<file path="src/rtl/ram_dump_pingpong.sv">
// Packs a byte stream into RAM words and writes fixed-length frames into a
// two-bank ping-pong IPbus RAM, with a per-bank FPGA/PC handshake bit pair.
module ram_dump_pingpong #(
  parameter int DATA_W         = 8,
  parameter int BYTES_PER_WORD = 4,
  parameter int ADDR_W         = 8,
  parameter int FRAME_WORDS    = 256,
  parameter int CNT_W          = 16
) (
  input  logic                             SYSCLK,
  input  logic                             reset,
  input  logic                             dumpMem,
  input  logic                             write_En_datachannel,
  input  logic [DATA_W-1:0]                data_datachannel,
  input  logic [1:0]                       handshakePC,
  output logic [1:0]                       handshakeFPGA,
  output logic [DATA_W*BYTES_PER_WORD-1:0] IPbus_RAM_data,
  output logic [ADDR_W:0]                  IPbus_RAM_address,
  output logic                             IPbus_RAM_we,
  output logic                             dumpdone,
  output logic                             busy,
  output logic                             wr_bank,
  output logic [CNT_W-1:0]                 dropped_frames
);

  localparam int WORD_W = DATA_W * BYTES_PER_WORD;
  localparam int SH_W   = WORD_W - DATA_W;
  localparam int BC_W   = $clog2(BYTES_PER_WORD);
  localparam logic [BC_W-1:0]   LAST_BYTE = BC_W'(BYTES_PER_WORD - 1);
  localparam logic [ADDR_W-1:0] LAST_WORD = ADDR_W'(FRAME_WORDS - 1);

  typedef enum logic [1:0] {
    IDLE,
    DUMPING,
    TRASH,
    STOPDUMP
  } state_t;

  state_t              state_q, state_d;
  logic [1:0]          hs_fpga_q, hs_fpga_d;
  logic                wr_bank_q, wr_bank_d;
  logic [CNT_W-1:0]    dropped_q, dropped_d;
  logic [ADDR_W:0]     addr_q, addr_d;
  logic [WORD_W-1:0]   data_q, data_d;
  logic                we_q, we_d;
  logic                done_q, done_d;
  logic [BC_W-1:0]     byte_cnt_q, byte_cnt_d;
  logic [ADDR_W-1:0]   word_cnt_q, word_cnt_d;
  logic [SH_W-1:0]     shift_q, shift_d;
  logic [WORD_W-1:0]   packed_word;

  // Earlier beats sit in shift_q, so the current beat completes the word in the LSBs.
  assign packed_word = {shift_q, data_datachannel};

  always_comb begin
    state_d    = state_q;
    hs_fpga_d  = hs_fpga_q;
    wr_bank_d  = wr_bank_q;
    dropped_d  = dropped_q;
    addr_d     = addr_q;
    data_d     = data_q;
    we_d       = 1'b0;
    done_d     = 1'b0;
    byte_cnt_d = byte_cnt_q;
    word_cnt_d = word_cnt_q;
    shift_d    = shift_q;

    case (state_q)
      IDLE: begin
        byte_cnt_d = '0;
        word_cnt_d = '0;
        if (dumpMem) begin
          if (hs_fpga_q[wr_bank_q] == handshakePC[wr_bank_q]) begin
            state_d = DUMPING;
          end else begin
            state_d = TRASH;
            if (dropped_q != {CNT_W{1'b1}}) begin
              dropped_d = dropped_q + CNT_W'(1);
            end
          end
        end
      end

      DUMPING, TRASH: begin
        if (write_En_datachannel) begin
          shift_d = packed_word[SH_W-1:0];
          if (byte_cnt_q == LAST_BYTE) begin
            byte_cnt_d = '0;
            word_cnt_d = word_cnt_q + ADDR_W'(1);
            if (state_q == DUMPING) begin
              we_d   = 1'b1;
              data_d = packed_word;
              addr_d = {wr_bank_q, word_cnt_q};
            end
            // Last word of the frame: hand the bank to the PC only if it was written.
            if (word_cnt_q == LAST_WORD) begin
              state_d    = STOPDUMP;
              done_d     = 1'b1;
              word_cnt_d = '0;
              if (state_q == DUMPING) begin
                hs_fpga_d[wr_bank_q] = ~hs_fpga_q[wr_bank_q];
                wr_bank_d            = ~wr_bank_q;
              end
            end
          end else begin
            byte_cnt_d = byte_cnt_q + BC_W'(1);
          end
        end
      end

      STOPDUMP: begin
        state_d    = IDLE;
        byte_cnt_d = '0;
        word_cnt_d = '0;
      end

      default: begin
        state_d = IDLE;
      end
    endcase
  end

  always_ff @(posedge SYSCLK or posedge reset) begin
    if (reset) begin
      state_q    <= IDLE;
      hs_fpga_q  <= 2'b00;
      wr_bank_q  <= 1'b0;
      dropped_q  <= '0;
      addr_q     <= '0;
      data_q     <= '0;
      we_q       <= 1'b0;
      done_q     <= 1'b0;
      byte_cnt_q <= '0;
      word_cnt_q <= '0;
      shift_q    <= '0;
    end else begin
      state_q    <= state_d;
      hs_fpga_q  <= hs_fpga_d;
      wr_bank_q  <= wr_bank_d;
      dropped_q  <= dropped_d;
      addr_q     <= addr_d;
      data_q     <= data_d;
      we_q       <= we_d;
      done_q     <= done_d;
      byte_cnt_q <= byte_cnt_d;
      word_cnt_q <= word_cnt_d;
      shift_q    <= shift_d;
    end
  end

  assign handshakeFPGA     = hs_fpga_q;
  assign IPbus_RAM_data    = data_q;
  assign IPbus_RAM_address = addr_q;
  assign IPbus_RAM_we      = we_q;
  assign dumpdone          = done_q;
  assign busy              = (state_q != IDLE);
  assign wr_bank           = wr_bank_q;
  assign dropped_frames    = dropped_q;

endmodule

</file>
<file path="config.mk">
export PLATFORM = sky130hd
export DESIGN_NAME = ram_dump_pingpong
export DESIGN_NICKNAME = d
export VERILOG_FILES = /design/src/rtl/ram_dump_pingpong.sv
export SDC_FILE = /design/constraint.sdc
export NUM_CORES = 1
export LEC_CHECK = 0
export ABC_AREA = 0
export ABC_CLOCK_PERIOD_IN_PS = 4350
export BUFFER_PORTS_ARGS = -buffer_cell sky130_fd_sc_hd__buf_4
export CORE_MARGIN = 2
export CORE_UTILIZATION = 45
export DETAILED_ROUTE_END_ITERATION = 16
export PLACE_DENSITY = 0.79
export REMOVE_ABC_BUFFERS = 1
export SLEW_MARGIN = 5
export SYNTH_ARGS = -nofsm -noshare
export SYNTH_HDL_FRONTEND = slang
export SYNTH_SLANG_ARGS = --single-unit
</file>
<file path="constraint.sdc">
create_clock -name SYSCLK -period 4.35 [get_ports SYSCLK]
set_input_delay 0 -clock SYSCLK [delete_from_list [all_inputs] [get_ports SYSCLK]]
set_output_delay 0 -clock SYSCLK [all_outputs]
set_load 0.01 [all_outputs]
</file>
==> results.sh <==
export IMPL_route_detailed_drc=0
export IMPL_post_dp_hpwl_um=4880
export IMPL_cts_buffer_depth=2
export IMPL_vdd_ir_drop_worst_mv=0.333
export IMPL_wirelength_um=7090
export IMPL_design_die_area_um2=9790
export IMPL_worst_clock_skew_ns=0.0144
export IMPL_chip_width_um=99.0
export IMPL_crit_end="shift_q[22]$_DFFE_PP0P_"
export IMPL_postSynth_asyncResetShare_pct=100
export IMPL_r2r_end="shift_q[22]$_DFFE_PP0P_"
export IMPL_cts_made_buffers=9
export IMPL_worst_path_cell_trace="inv_1 > ha_1 > nand2_1 > mux2_2"
export IMPL_fp_dieH_um=99.0
export IMPL_number_of_enable_flip_flop_cells_after_synthesis=0
export IMPL_ff2ff_path_depth=4
export IMPL_number_of_antenna_violations_at_the_first_check_in_global_routing=0
export IMPL_postSynthCellCount=288
export IMPL_drt_first_iter_violations=34
export IMPL_timing_setup_tns_ns=0
export IMPL_detailroute_via_count=2522
export IMPL_reg2reg_setup_slack_ns=2.05
export IMPL_rows=34
export IMPL_timing_rr_start="state_q[0]$_DFFE_PP0P_"
export IMPL_layout_common_cells="98 x sky130_fd_sc_hd__dfrtp_1, 77 x sky130_fd_sc_hd__buf_4, 67 x sky130_fd_sc_hd__mux2_2, 16 x sky130_fd_sc_hd__xnor2_1"
export IMPL_max_slew_margin_rel_pct=29.6
export IMPL_cts_tree="done"
export IMPL_gp_congestion=0.786
export IMPL_drive_gt1_share_pct=43.9
export IMPL_pwr_density_cell_nw_per_um2=581
export IMPL_max_cap_violations=0
export IMPL_number_of_i_o_port_buffers=76
export IMPL_mapped_area_um2=4060
export IMPL_cts_repair_resized=0
export IMPL_num_io_pins=77
export IMPL_syn_mean_instance_area_um2=14.1
export IMPL_timing_max_transition_violations_final=0
export IMPL_yosys_warnings=0
export IMPL_clock_sinks=98
export IMPL_area_added_between_synthesis_and_finish_pct=23.0
export IMPL_max_clock_freq_ghz=0.434
export IMPL_fin_nets=394
export IMPL_ant_nets=0
export IMPL_global_route_usage_total_pct=15.4
export IMPL_comb_power_share_pct=33.3
export IMPL_clock_power_share_pct=18.6
export IMPL_critical_path_peak_fanout=25
export IMPL_arrival_ns=2.53
export IMPL_grt_max_degree=59
export IMPL_hold_viol_final=0
export IMPL_initial_core_util_pct=46.5
export IMPL_finalWorstPathRequiredPeriod_ns=2.30
export IMPL_layout_worst_path_cycle_share_pct=53.0
export IMPL_p_int_uw=2030
export IMPL_worst_pin_slew_ns=1.05
export IMPL_drt_pass1_iterations=4
export IMPL_startpoint="state_q[0]$_DFFE_PP0P_"
export IMPL_pwr_share_seq_pct=48.1
export IMPL_timing_worst_setup_path_type="reg -> reg"
export IMPL_power_switching_uw=871
export IMPL_drt_vias_per_instance=5.19
export IMPL_startpoint_type="flop"
export IMPL_cp_slowest_cell="sky130_fd_sc_hd__nand2_1"
export IMPL_synth_seq_cells=98
export IMPL_clock_tree_htree_level_count=3
export IMPL_p_sw_share_pct=30.1
export IMPL_layout_cells_most_common="sky130_fd_sc_hd__dfrtp_1"
export IMPL_cp_required_ns=4.58
export IMPL_status="finished, final reports clean"
export IMPL_timing_final_setup_violations=0
export IMPL_global_route_overflow_total=0
export IMPL_min_delay_path_class="in -> reg"
export IMPL_grt_pass1_vias=2541
export IMPL_grt_first_pass_wirelength_um=12100
export IMPL_power_leakage_uw=0.00240
export IMPL_diodes=0
export IMPL_clock_insertion_delay_worst_skew_ns=0.35
export IMPL_synth_distinct_cells=35
export IMPL_yosys_most_used_dff="sky130_fd_sc_hd__dfrtp_1"
export IMPL_critical_path_max_stage_delay_ns=0.70
export IMPL_totalPowerFinal_uw=2900
export IMPL_clk_transition_reported_paths_ns=0.08
export IMPL_post_drt_wl_per_cell_um=14.6
export IMPL_timing_critical_path_to_type="flop"
export IMPL_core_um2=8720
export IMPL_yosysSeqAreaShare_pct=60.4
export IMPL_cts_root_buffer_cell="sky130_fd_sc_hd__clkbuf_8"
export IMPL_grt_setup_unrepaired="false"
==> power groups by stage <==
stage | Combinational (uW) | Clock [uW] | Sequential (uW)
3_5_place_dp | 979 | 0 | 1420
6_report | 965 | 540 | 1390
3_3_place_gp | 942 | 0 | 1400
2_1_floorplan | 535 | 0 | 1440
5_1_grt | 1060 | 595 | 1440
4_1_cts | 987 | 557 | 1400
==> critical path, delay by kind of cell (launching register included) <==
family	cells	cell delay, ns
multiplexers	1	0.53
flip-flops	1	0.38
adder cells (fa/ha/maj)	1	0.51
AND/OR/NAND/NOR	1	0.70
buffers and inverters	1	0.06
==> final cells by class <==
type                    instances  area, um2
clock buffers                  11        131
clock inverters                 3       42.5
fillers                       716       3730
inverters                       4       17.5
multi-input cells             175       1530
flip-flops and latches         98       2450
well taps                     108        135
repair buffers                 87        678
==> cell families after synthesis <==
kind of cell               after synthesis  synth area share (%)
DFF                                     98                  60.4
muxes                                   69                  19.1
and+or+nand+nor                         62                  9.03
xor gates and xnor gates                23                  4.96
AOI/OAI and AO/OA                       16                  3.15
buffers and inverters                   15                  1.79
adders and majority gates                5                  1.54
==> worst min path at each step <==
stage	cells past startpoint	to	slack, ns	from
6_report	4	state_q[0]$_DFFE_PP0P_	0.15	dumpMem
5_1_grt	4	state_q[0]$_DFFE_PP0P_	0.17	dumpMem
4_1_cts	4	state_q[0]$_DFFE_PP0P_	0.15	dumpMem
3_5_place_dp	2	handshakeFPGA[1]$_DFFE_PP0P_	0.07	reset
3_3_place_gp	2	handshakeFPGA[1]$_DFFE_PP0P_	0.07	reset
2_1_floorplan	1	shift_q[0]$_DFFE_PP0P_	0.15	data_datachannel[0]
==> per-stage QoR <==
step                hold slack, ns  instance area [um2]  instances  setup WS, ns  utilization (%)
finish                       0.149                 4990        486          2.05             57.2
detailed placement          0.0693                 4720        462          2.01             54.1
global route                 0.174                 4990        486          1.79             57.2
global placement            0.0653                 4720        462          2.11             54.1
floorplan                    0.151                 4000        277          1.79                -
CTS                          0.152                 4990        486          2.00             57.2
==> synthesized netlist by cell type (6+ instances only) <==
cell type                 instances  area [um2]
sky130_fd_sc_hd__and2_1           7        43.8
sky130_fd_sc_hd__and3_1           6        37.5
sky130_fd_sc_hd__nand2_1         10        37.5
sky130_fd_sc_hd__buf_2            7        35.0
sky130_fd_sc_hd__xnor2_1         16         140
sky130_fd_sc_hd__dfrtp_1         98        2450
sky130_fd_sc_hd__mux2_2          67         754
sky130_fd_sc_hd__xor2_1           7        61.3
sky130_fd_sc_hd__nor2_1           6        22.5
sky130_fd_sc_hd__nand4_1          9        56.3
sky130_fd_sc_hd__nand3_1          6        30.0
==> flip-flops by register name (all words and copies together), names as in the netlist <==
name and cells:
IPbus_RAM_address 9, IPbus_RAM_data 32, IPbus_RAM_we 1, byte_cnt_q 2
dropped_frames 16, dumpdone 1, handshakeFPGA 2, shift_q 24
state_q 2, word_cnt_q 8, wr_bank 1
==> per-layer routing <==
| layer | routed length (um) | GRT usage [%] | up-vias |
|---|---|---|---|
| li1 | - | - | 1192 |
| met1 | 3250 | 19.8 | 1267 |
| met2 | 3440 | 25.2 | 52 |
| met3 | 249 | 2.98 | 11 |
| met4 | 144 | 7.17 | 0 |
| met5 | 0 | 0 | - |
==> timing repair <==
item,CTS,global route
hold endpoints to repair,58,0
hold buffers,10,0
setup buffers,0,0
No activity file was read; power rests on OpenSTA's default activity.
